### src/rtl/dvi_a_pkg.sv
// Shared definitions for the DVI-A capture path:
// FSM encoding, 640x480 timing, pixel expansion.
package dvi_a_pkg;

  typedef enum logic [1:0] {
    S_IDLE    = 2'd0,
    S_WAIT_VS = 2'd1,
    S_CAPTURE = 2'd2
  } cap_state_t;

  localparam int H_ACTIVE = 640;
  localparam int H_FP     = 16;
  localparam int H_SYNC   = 96;
  localparam int H_BP     = 48;
  localparam int H_TOTAL  = H_ACTIVE + H_FP + H_SYNC + H_BP;
  localparam int V_ACTIVE = 480;
  localparam int V_FP     = 10;
  localparam int V_SYNC   = 2;
  localparam int V_BP     = 33;
  localparam int V_TOTAL  = V_ACTIVE + V_FP + V_SYNC + V_BP;

  localparam int ADDR_W = 20;
  localparam int DATA_W = 32;
  localparam int XY_W   = 10;

  typedef struct packed {
    logic [ADDR_W-1:0] addr;
    logic [DATA_W-1:0] data;
  } wr_beat_t;

  // Bit replication keeps full-scale codes at 8'hFF.
  function automatic logic [31:0] rgb332_to_rgba(
    input logic [2:0] r,
    input logic [2:0] g,
    input logic [1:0] b
  );
    return {8'hFF, r, r, r[2:1], g, g, g[2:1], b, b, b, b};
  endfunction

endpackage

### src/rtl/dvi_a_sync_fifo.sv
// First-word fall-through synchronous FIFO.
// A pop on a full FIFO frees the slot for a same-cycle push.
module dvi_a_sync_fifo #(
  parameter int WIDTH = 52,
  parameter int DEPTH = 4
) (
  input  logic             clk,
  input  logic             reset,
  input  logic             push,
  input  logic [WIDTH-1:0] push_data,
  input  logic             pop,
  output logic             full,
  output logic             empty,
  output logic [WIDTH-1:0] pop_data
);

  localparam int AW = $clog2(DEPTH);

  logic [WIDTH-1:0] mem [DEPTH];
  logic [AW:0]      wr_ptr;
  logic [AW:0]      rd_ptr;
  logic             do_push;
  logic             do_pop;

  assign empty = (wr_ptr == rd_ptr);
  assign full  = (wr_ptr[AW] != rd_ptr[AW]) &&
                 (wr_ptr[AW-1:0] == rd_ptr[AW-1:0]);

  assign do_pop  = pop && !empty;
  assign do_push = push && (!full || do_pop);

  assign pop_data = empty ? '0 : mem[rd_ptr[AW-1:0]];

  always_ff @(posedge clk) begin
    if (reset) begin
      wr_ptr <= '0;
      rd_ptr <= '0;
    end else begin
      if (do_push) wr_ptr <= wr_ptr + 1'b1;
      if (do_pop)  rd_ptr <= rd_ptr + 1'b1;
    end
  end

  always_ff @(posedge clk) begin
    if (do_push) mem[wr_ptr[AW-1:0]] <= push_data;
  end

endmodule

### src/rtl/dvi_a_capture.sv
// Captures a CAP_W x CAP_H window of RGB332 video into
// framebuffer writes through a small FWFT buffer.
module dvi_a_capture
  import dvi_a_pkg::*;
#(
  parameter int CAP_W      = 128,
  parameter int CAP_H      = 256,
  parameter int FIFO_DEPTH = 4
) (
  input  logic        vga_clk,
  input  logic        reset,
  input  logic        enable,
  input  logic        video_hsync,
  input  logic        video_vsync,
  input  logic        video_de,
  input  logic [2:0]  video_red,
  input  logic [2:0]  video_green,
  input  logic [1:0]  video_blue,
  output logic        wr_valid,
  input  logic        wr_ready,
  output logic [19:0] wr_addr,
  output logic [31:0] wr_data,
  output logic        busy,
  output logic        frame_done,
  output logic        overflow
);

  localparam logic [10:0] CW11 = 11'(CAP_W);
  localparam logic [10:0] CH11 = 11'(CAP_H);
  localparam logic [19:0] CW20 = 20'(CAP_W);
  localparam logic [9:0]  XY_MAX = 10'h3FF;

  cap_state_t state, state_n;

  logic       hs_r, vs_r, de_r;
  logic       vs_p, de_p;
  logic [2:0] r_r, g_r;
  logic [1:0] b_r;
  logic       vs_rise, de_fall;
  logic       enter_cap, exit_cap;
  logic       unused_hs;

  logic [XY_W-1:0] x, y;
  logic            push_now;

  logic     st_v;
  wr_beat_t st_beat;

  logic     fifo_full, fifo_empty, pop;
  wr_beat_t head;

  always_ff @(posedge vga_clk) begin
    if (reset) begin
      hs_r <= 1'b0;
      vs_r <= 1'b0;
      de_r <= 1'b0;
      vs_p <= 1'b0;
      de_p <= 1'b0;
      r_r  <= '0;
      g_r  <= '0;
      b_r  <= '0;
    end else begin
      hs_r <= video_hsync;
      vs_r <= video_vsync;
      de_r <= video_de;
      vs_p <= vs_r;
      de_p <= de_r;
      r_r  <= video_red;
      g_r  <= video_green;
      b_r  <= video_blue;
    end
  end

  assign unused_hs = hs_r;
  assign vs_rise   = vs_r && !vs_p;
  assign de_fall   = !de_r && de_p;

  always_ff @(posedge vga_clk) begin
    if (reset) state <= S_IDLE;
    else       state <= state_n;
  end

  always_comb begin
    state_n   = state;
    enter_cap = 1'b0;
    exit_cap  = 1'b0;
    unique case (state)
      S_IDLE: begin
        if (enable) state_n = S_WAIT_VS;
      end
      S_WAIT_VS: begin
        if (vs_rise) begin
          state_n   = S_CAPTURE;
          enter_cap = 1'b1;
        end
      end
      S_CAPTURE: begin
        if (vs_rise) begin
          state_n  = enable ? S_WAIT_VS : S_IDLE;
          exit_cap = 1'b1;
        end
      end
      default: state_n = S_IDLE;
    endcase
  end

  // Line advance is keyed to the end of active video, not hsync.
  always_ff @(posedge vga_clk) begin
    if (reset || enter_cap) begin
      x <= '0;
      y <= '0;
    end else if (state == S_CAPTURE) begin
      if (de_r) begin
        if (x != XY_MAX) x <= x + 10'd1;
      end else if (de_fall) begin
        x <= '0;
        if (y != XY_MAX) y <= y + 10'd1;
      end
    end
  end

  assign push_now = (state == S_CAPTURE) && de_r &&
                    ({1'b0, x} < CW11) && ({1'b0, y} < CH11);

  // One register stage ahead of the buffer holds the address product.
  always_ff @(posedge vga_clk) begin
    if (reset) begin
      st_v    <= 1'b0;
      st_beat <= '0;
    end else begin
      st_v <= push_now;
      if (push_now) begin
        st_beat.addr <= 20'(y) * CW20 + 20'(x);
        st_beat.data <= rgb332_to_rgba(r_r, g_r, b_r);
      end
    end
  end

  assign pop = !fifo_empty && wr_ready;

  dvi_a_sync_fifo #(
    .WIDTH($bits(wr_beat_t)),
    .DEPTH(FIFO_DEPTH)
  ) u_fifo (
    .clk       (vga_clk),
    .reset     (reset),
    .push      (st_v),
    .push_data (st_beat),
    .pop       (pop),
    .full      (fifo_full),
    .empty     (fifo_empty),
    .pop_data  (head)
  );

  assign wr_valid = !fifo_empty;
  assign wr_addr  = head.addr;
  assign wr_data  = head.data;
  assign busy     = (state == S_CAPTURE);

  always_ff @(posedge vga_clk) begin
    if (reset) begin
      frame_done <= 1'b0;
      overflow   <= 1'b0;
    end else begin
      frame_done <= exit_cap;
      if (enter_cap)
        overflow <= 1'b0;
      else if (st_v && fifo_full && !pop)
        overflow <= 1'b1;
    end
  end

endmodule

### config.mk
export PLATFORM = sky130hd
export DESIGN_NAME = dvi_a_capture
export DESIGN_NICKNAME = d
export VERILOG_FILES = /design/src/rtl/dvi_a_pkg.sv /design/src/rtl/dvi_a_sync_fifo.sv /design/src/rtl/dvi_a_capture.sv
export SDC_FILE = /design/constraint.sdc
export NUM_CORES = 1
export LEC_CHECK = 0
export CAP_MARGIN = 20
export CORE_ASPECT_RATIO = 0.5
export CORE_MARGIN = 2
export CORE_UTILIZATION = 54
export CTS_CLUSTER_DIAMETER = 50
export DETAILED_ROUTE_END_ITERATION = 8
export PLACE_DENSITY = 0.74
export SYNTH_ARGS = -nofsm -noshare
export SYNTH_HDL_FRONTEND = slang
export SYNTH_HIERARCHICAL = 1
export SYNTH_SLANG_ARGS = --single-unit
export TNS_END_PERCENT = 5
### constraint.sdc
create_clock -name vga_clk -period 9.95 [get_ports vga_clk]
set_clock_uncertainty 0.05 [all_clocks]
set_input_delay 1.99 -clock vga_clk [delete_from_list [all_inputs] [get_ports vga_clk]]
set_output_delay 1.99 -clock vga_clk [all_outputs]
set_load 0.01 [all_outputs]
---- Yosys cells after proc, flatten, opt, wreduce, memory -nomap -nowiden ----
Memories as Yosys holds them, arrays and structs flattened. A register that Yosys moved wholly into a read port is not among the register bits.
Cells that the tools add are included.
word-level totals
  flip-flop bits (word level) ............. 88
  memory bits (writable) .................. 208
  output and inout port bits .............. 56
  logic and storage cells ................. 78
  memories kept ........................... 1
operators by class
  add/sub/neg operators ................... 5
  magnitude comparators ................... 2
  eq/ne operators ......................... 11
  multiplexer cells ....................... 15
  bitwise logic cells ..................... 2
  reduce and logical (&&, ||, !) cells .... 25
memory list
  memory      depth  bits a word  read ports  clocked after Yosys merged registers in  wr ports  RTL line               RTL
  u_fifo.mem  4      52           1           1                                        1         dvi_a_sync_fifo.sv:19  logic [WIDTH-1:0] mem [DEPTH];
operators by type and width
  cell                                                    count
  two-way mux 52 bit                                      1
  two-way mux 10 bit                                      3
  adder 10 x 1 -> 10 bit (second input constant)          2
  inequality test 10 bit (second input constant)          2
  adder 17 x 10 -> 18 bit                                 1
  logical AND 1 bit                                       11
  < comparator 10 x 8 -> 1 bit (second input constant)    1
  < comparator 10 x 9 -> 1 bit (second input constant)    1
  two-way mux 2 bit                                       5
  adder 3 x 1 -> 3 bit (second input constant)            2
  case mux 2 bit (3 select lines)                         1
  AND reduction 3 bit                                     2
  logical NOT 1 bit                                       5
  two-way mux 1 bit                                       5
  inequality test 2 x 1 -> 1 bit (second input constant)  2
  inequality test 2 bit (second input constant)           2
  AND reduction 4 bit                                     1
  OR reduction 2 bit                                      2
  equality test 3 bit                                     1
  equality test 2 x 1 -> 1 bit (second input constant)    1
  equality test 2 bit                                     1
  equality test 2 bit (second input constant)             1
  logical NOT 2 bit                                       1
  logical OR 1 bit                                        2
  3 further kinds                                         4

---- Longest topological paths before layout ----
  depth in word-level cells ............... 8
  depth in mapped cells ................... 7
  gate-level depth less buffers ........... 7

---- Modules after synthesis ----
Netlist, hierarchy kept.
by module, submodules not included
  module           times used  cells an instance  area each (µm²)  sequential area each (µm²)
  dvi_a_sync_fifo  1           383                8,321.7          6,406.1
  dvi_a_capture    1           298                2,597.5          1,281.2

---- Worst setup path before layout ----
No wires, ideal clock.
  kind .................................... input-to-reg
  start ................................... input wr_ready
  end ..................................... register u_fifo.wr_ptr[2]
  setup time .............................. 0.131 ns
  data arrival time ....................... 5.599 ns
  slack ................................... 4.170 ns
  stages .................................. 4
  path buffers ............................ 0
  cell sequence ........................... nor2b_1 -> inv_1 -> a41oi_1 -> mux2_2
on the way
  word-level cells in the longest chain between the ends .. 4
RTL lines
  element                 RTL line               RTL
  start: declaration      dvi_a_capture.sv:20    input logic wr_ready,
  logical AND 1 bit       dvi_a_capture.sv:139   assign pop = !fifo_empty && wr_ready;
  logical AND 1 bit       dvi_a_sync_fifo.sv:29  assign do_pop = pop && !empty;
  logical OR 1 bit        dvi_a_sync_fifo.sv:30  assign do_push = push && (!full || do_pop);
  logical AND 1 bit       dvi_a_sync_fifo.sv:30
  end signal: assignment  dvi_a_sync_fifo.sv:39  if (do_push) wr_ptr <= wr_ptr + 1'b1;
  end: declaration        dvi_a_sync_fifo.sv:20  logic [AW:0] wr_ptr;
Every way passes these cells.
A chain may end at the register's enable or synchronous reset.

==> results by group <==
Worst setup path
  • Category of the worst setup path capture point: primary output
  • R2R Setup Slk: 6.78 ns
  • Startpoint of the worst-slack reg-to-reg timing path: u_fifo/wr_ptr[0]
  • Cell type of the slowest stage on the worst timing path: buf_4
  • Peak per-stage delay on the critical path: roughly 0.68 ns
  • Worst reg-to-reg path cell count: 6
  • Reg-to-reg endpoint: u_fifo/mem[1][5]
  • Data required time at the worst endpoint: 7.91 ns
  • End of the critical path: wr_data[4]
  • Worst-path fanout max: 38
  • CP Launch Type: flop
  • WS Path Type: flop to primary output
  • Cell-by-cell listing of the critical path: buf_4 -> mux4_2 -> nor2b_1 -> clkdlybuf4s50_1
  • Critical path data arrival time: 3.05 ns

GRT
  • Via count of the first global-routing pass: ~6000
  • Pin count of the biggest net entering global routing: 57
  • Gr ovfl total: 0
  • Number of antenna violations at the first check in global routing: 0
  • Global-route wire length before repair: 31.2 mm
  • Global Route Usage Sum: 0.186

Yosys
  • Cell area after synthesis: around 11000 µm²
  • Dominant combinational cell family by area after synthesis: multiplexers
  • Portion of netlist area occupied by mux cells: 0.114
  • Number of synthesized flops with an enable pin: around 210
  • Mean post-synth cell area: 16.0 µm²
  • Share of synthesized area occupied by flip-flops and latches: 0.704
  • Compound-gate portion of the synthesized area: 0.0431
  • Count of state elements after synthesis: 280
  • Share of synthesized registers carrying an async set or reset: 0
  • Synthesized instance count: 681
  • Synth Area in Simple Gates: 0.0976
  • Arithmetic-cell share of the synthesized area counting full adders, half adders and majority gates: 0.0133
  • Most instantiated flip-flop cell in the synthesis netlist: edfxtp_1
  • Count of different cell masters after synthesis: 53
  • Share of the synthesized netlist area taken by xor and xnor gates: 0.0104
  • Yosys warns: 6

STA
  • Unrepaired setup endpoints after global routing: no
  • Fin Hold WS: roughly 0.38 ns
  • Worst max-slew margin expressed relative to the limit: 0.387
  • Total negative setup slack: 0 ns
  • Maximum frequency from static timing analysis: 0.196 GHz
  • Min Clock Period, post-route: 5.09 ns
  • Setup Viol. Count Final: 0
  • Transition time at the pin with the least slew margin: slightly above 0.9 ns
  • Slack of the critical path: 4.86 ns
  • Post-route fraction of the period consumed by the critical path: 0.512
  • Pins Over Slew Limit: 0
  • Final Hold Fails: 0

Power and ir drop
  • Total Power Consumption: 0.00229 W
  • Cell area power density: 180 nW/µm²
  • Leakage dissipation: 4.00 nW
  • Highest ir drop seen on vdd: 0.128 mV

Clocking
  • Latest clock arrival within the worst-skew pair: 0.52 ns
  • Number of buffers inserted during clock tree synthesis: 24
  • Clock tree root driver cell: clkbuf_16
  • Clk buf depth: 3
  • Number of sinks on the clock net: 280
  • TritonCTS clock tree: yes
  • Clock slew at reported path FFs: 0.07 ns
  • Hold_buf cts: 0
  • Post-CTS repair timing setup buffer count: 0
  • Depth of the CTS H-tree: 1
  • Cells resized by post-CTS repair: 0

Placed design
  • Pre-CTS worst setup slack: 5.30 ns
  • HPWL Detailed: 10.5 mm
  • Port buffer count: 69
  • Routability congestion estimate: about 0.77

Route
  • Number of detailed-routing iterations run before antenna repair: 5
  • Antenna-violating nets left: 0
  • Routed Wire Length: 19.2 mm
  • Routed vias/inst: roughly 5.6
  • Number of vias after detailed routing: between 5000 and 6000
  • Number of design rule violations left after detail routing: 0
  • Number of design-rule violations left by the first detailed-router iteration: 387
  • Wire length per cell: 18.5 µm

Cells and area
  • Commonest non-fill, non-tap cells in the layout: edfxtp_1 (208), dfxtp_1 (70), nor2b_1 (69), clkdlybuf4s50_1 (68), mux4_2 (52)
  • P&R area growth vs syn: 16.6%
  • FILL cells: 1371
  • Post-layout net count: ~780
  • Most common library cell in the layout ignoring fill and taps: edfxtp_1
  • Antenna fix cells: 0
  • Fraction of layout cells with a size suffix above 1: 0.147
  • Post-Route Utilization: 0.648

Floorplanning
  • Die H: 105 µm
  • Initial Utilization: 0.556
  • Total Die Area: 21400 µm²
  • Top Ports: approximately 70
  • Die outline width: 205 µm
  • Std-Cell Rows: 36
  • Area of the placeable core: 19600 µm²

Worst hold path
  • Hold Path Class: flop to flop

Outcome
  • Result of the run: completed

Job
  • Max-capacitance violation count: 0
## sequential cells by signal, summed over array words and instances (netlist names), 2 cells and up, named ones only
name,flops
state,2
u_fifo/mem,208
b_r,2
r_r,3
x,10
st_beat,27
u_fifo/rd_ptr,3
g_r,3
y,10
u_fifo/wr_ptr,3
## worst min-delay path by stage
stage / from / end / depth (start not counted) / slack (ns)
2_1_floorplan: g_r[0] / st_beat[13] / 2 / 0.37
3_3_place_gp: b_r[1] / st_beat[7] / 2 / 0.37
3_5_place_dp: r_r[1] / st_beat[22] / 2 / 0.38
4_1_cts: g_r[2] / st_beat[15] / 2 / 0.39
5_1_grt: g_r[2] / st_beat[15] / 2 / 0.39
6_report: g_r[2] / st_beat[15] / 2 / 0.38
## cells in the mapped netlist, types with 2 or more instances
cell type / number / share of area
edfxtp_1: 208 / 0.57
dfxtp_1: 72 / 0.13
nor2b_1: 69 / 0.040
mux4_2: 52 / 0.11
nand2_1: 51 / 0.018
a21oi_1: 28 / 0.013
nor2_1: 25 / 0.0086
clkbuf_1: 23 / 0.0079
inv_1: 15 / 0.0052
nor3_1: 11 / 0.0050
buf_2: 10 / 0.0046
ha_1: 10 / 0.011
a211oi_1: 9 / 0.0062
or3_1: 8 / 0.0046
nand3_1: 7 / 0.0032
o31ai_1: 7 / 0.0048
xnor2_1: 7 / 0.0056
xor2_1: 6 / 0.0048
o21ai_0: 5 / 0.0023
and2_1: 4 / 0.0023
nand4_1: 4 / 0.0023
o311ai_0: 4 / 0.0032
or4_1: 4 / 0.0028
a31oi_1: 3 / 0.0017
mux2_2: 3 / 0.0031
nor3b_1: 3 / 0.0021
mux2i_1: 2 / 0.0018
o2111ai_1: 2 / 0.0016
o21a_1: 2 / 0.0014
o22ai_1: 2 / 0.0011
o31a_1: 2 / 0.0016
or2_2: 2 / 0.0011
## layer usage
layer / routed length (µm) / GRT usage
met2: 9530 / 0.315
met3: 809 / 0.0324
met1: 8580 / 0.255
met5: 0 / 0
met4: 301 / 0.0416
## logic make-up (layout without fill, tap and decap cells)
family | Yosys count | after routing
other | 1 | 8
DFF | 280 | 280
and+or+nand+nor | 198 | 198
xor gates and xnor gates | 13 | 13
adders and majority gates | 11 | 11
muxes | 58 | 58
AOI/OAI and AO/OA | 72 | 72
buffers and inverters | 48 | 134
## cell type report
class                   instances  area (µm²)  area share
well taps                     266         333      0.0261
flip-flops and latches        280        7690       0.604
repair buffers                 75         731      0.0574
multi-input cells             360        3100       0.244
clock inverters                14         153      0.0120
inverters                      15        56.3     0.00442
clock buffers                  30         663      0.0521
## worst max-delay path: cells and delay by family, from the launching register on
kind / cells / cell delay (ns)
buffers and inverters: 2 / 1.20
DFF: 1 / 0.54
muxes: 1 / 0.60
and+or+nand+nor: 1 / 0.16
## stage by stage
step                cells  instance area (µm²)
global route         1040                12700
CTS                  1040                12700
floorplan             688                10900
global placement      996                11900
detailed placement    996                11900
finish               1040                12700
## report_power, final
part	switching (W)	internal, W	total, W
Combinational	0.0000473	0.0000475	0.0000949
Clock	0.000396	0.000551	0.000947
Sequential	0.00000402	0.00124	0.00125
No activity file was read; power rests on OpenSTA's default activity.
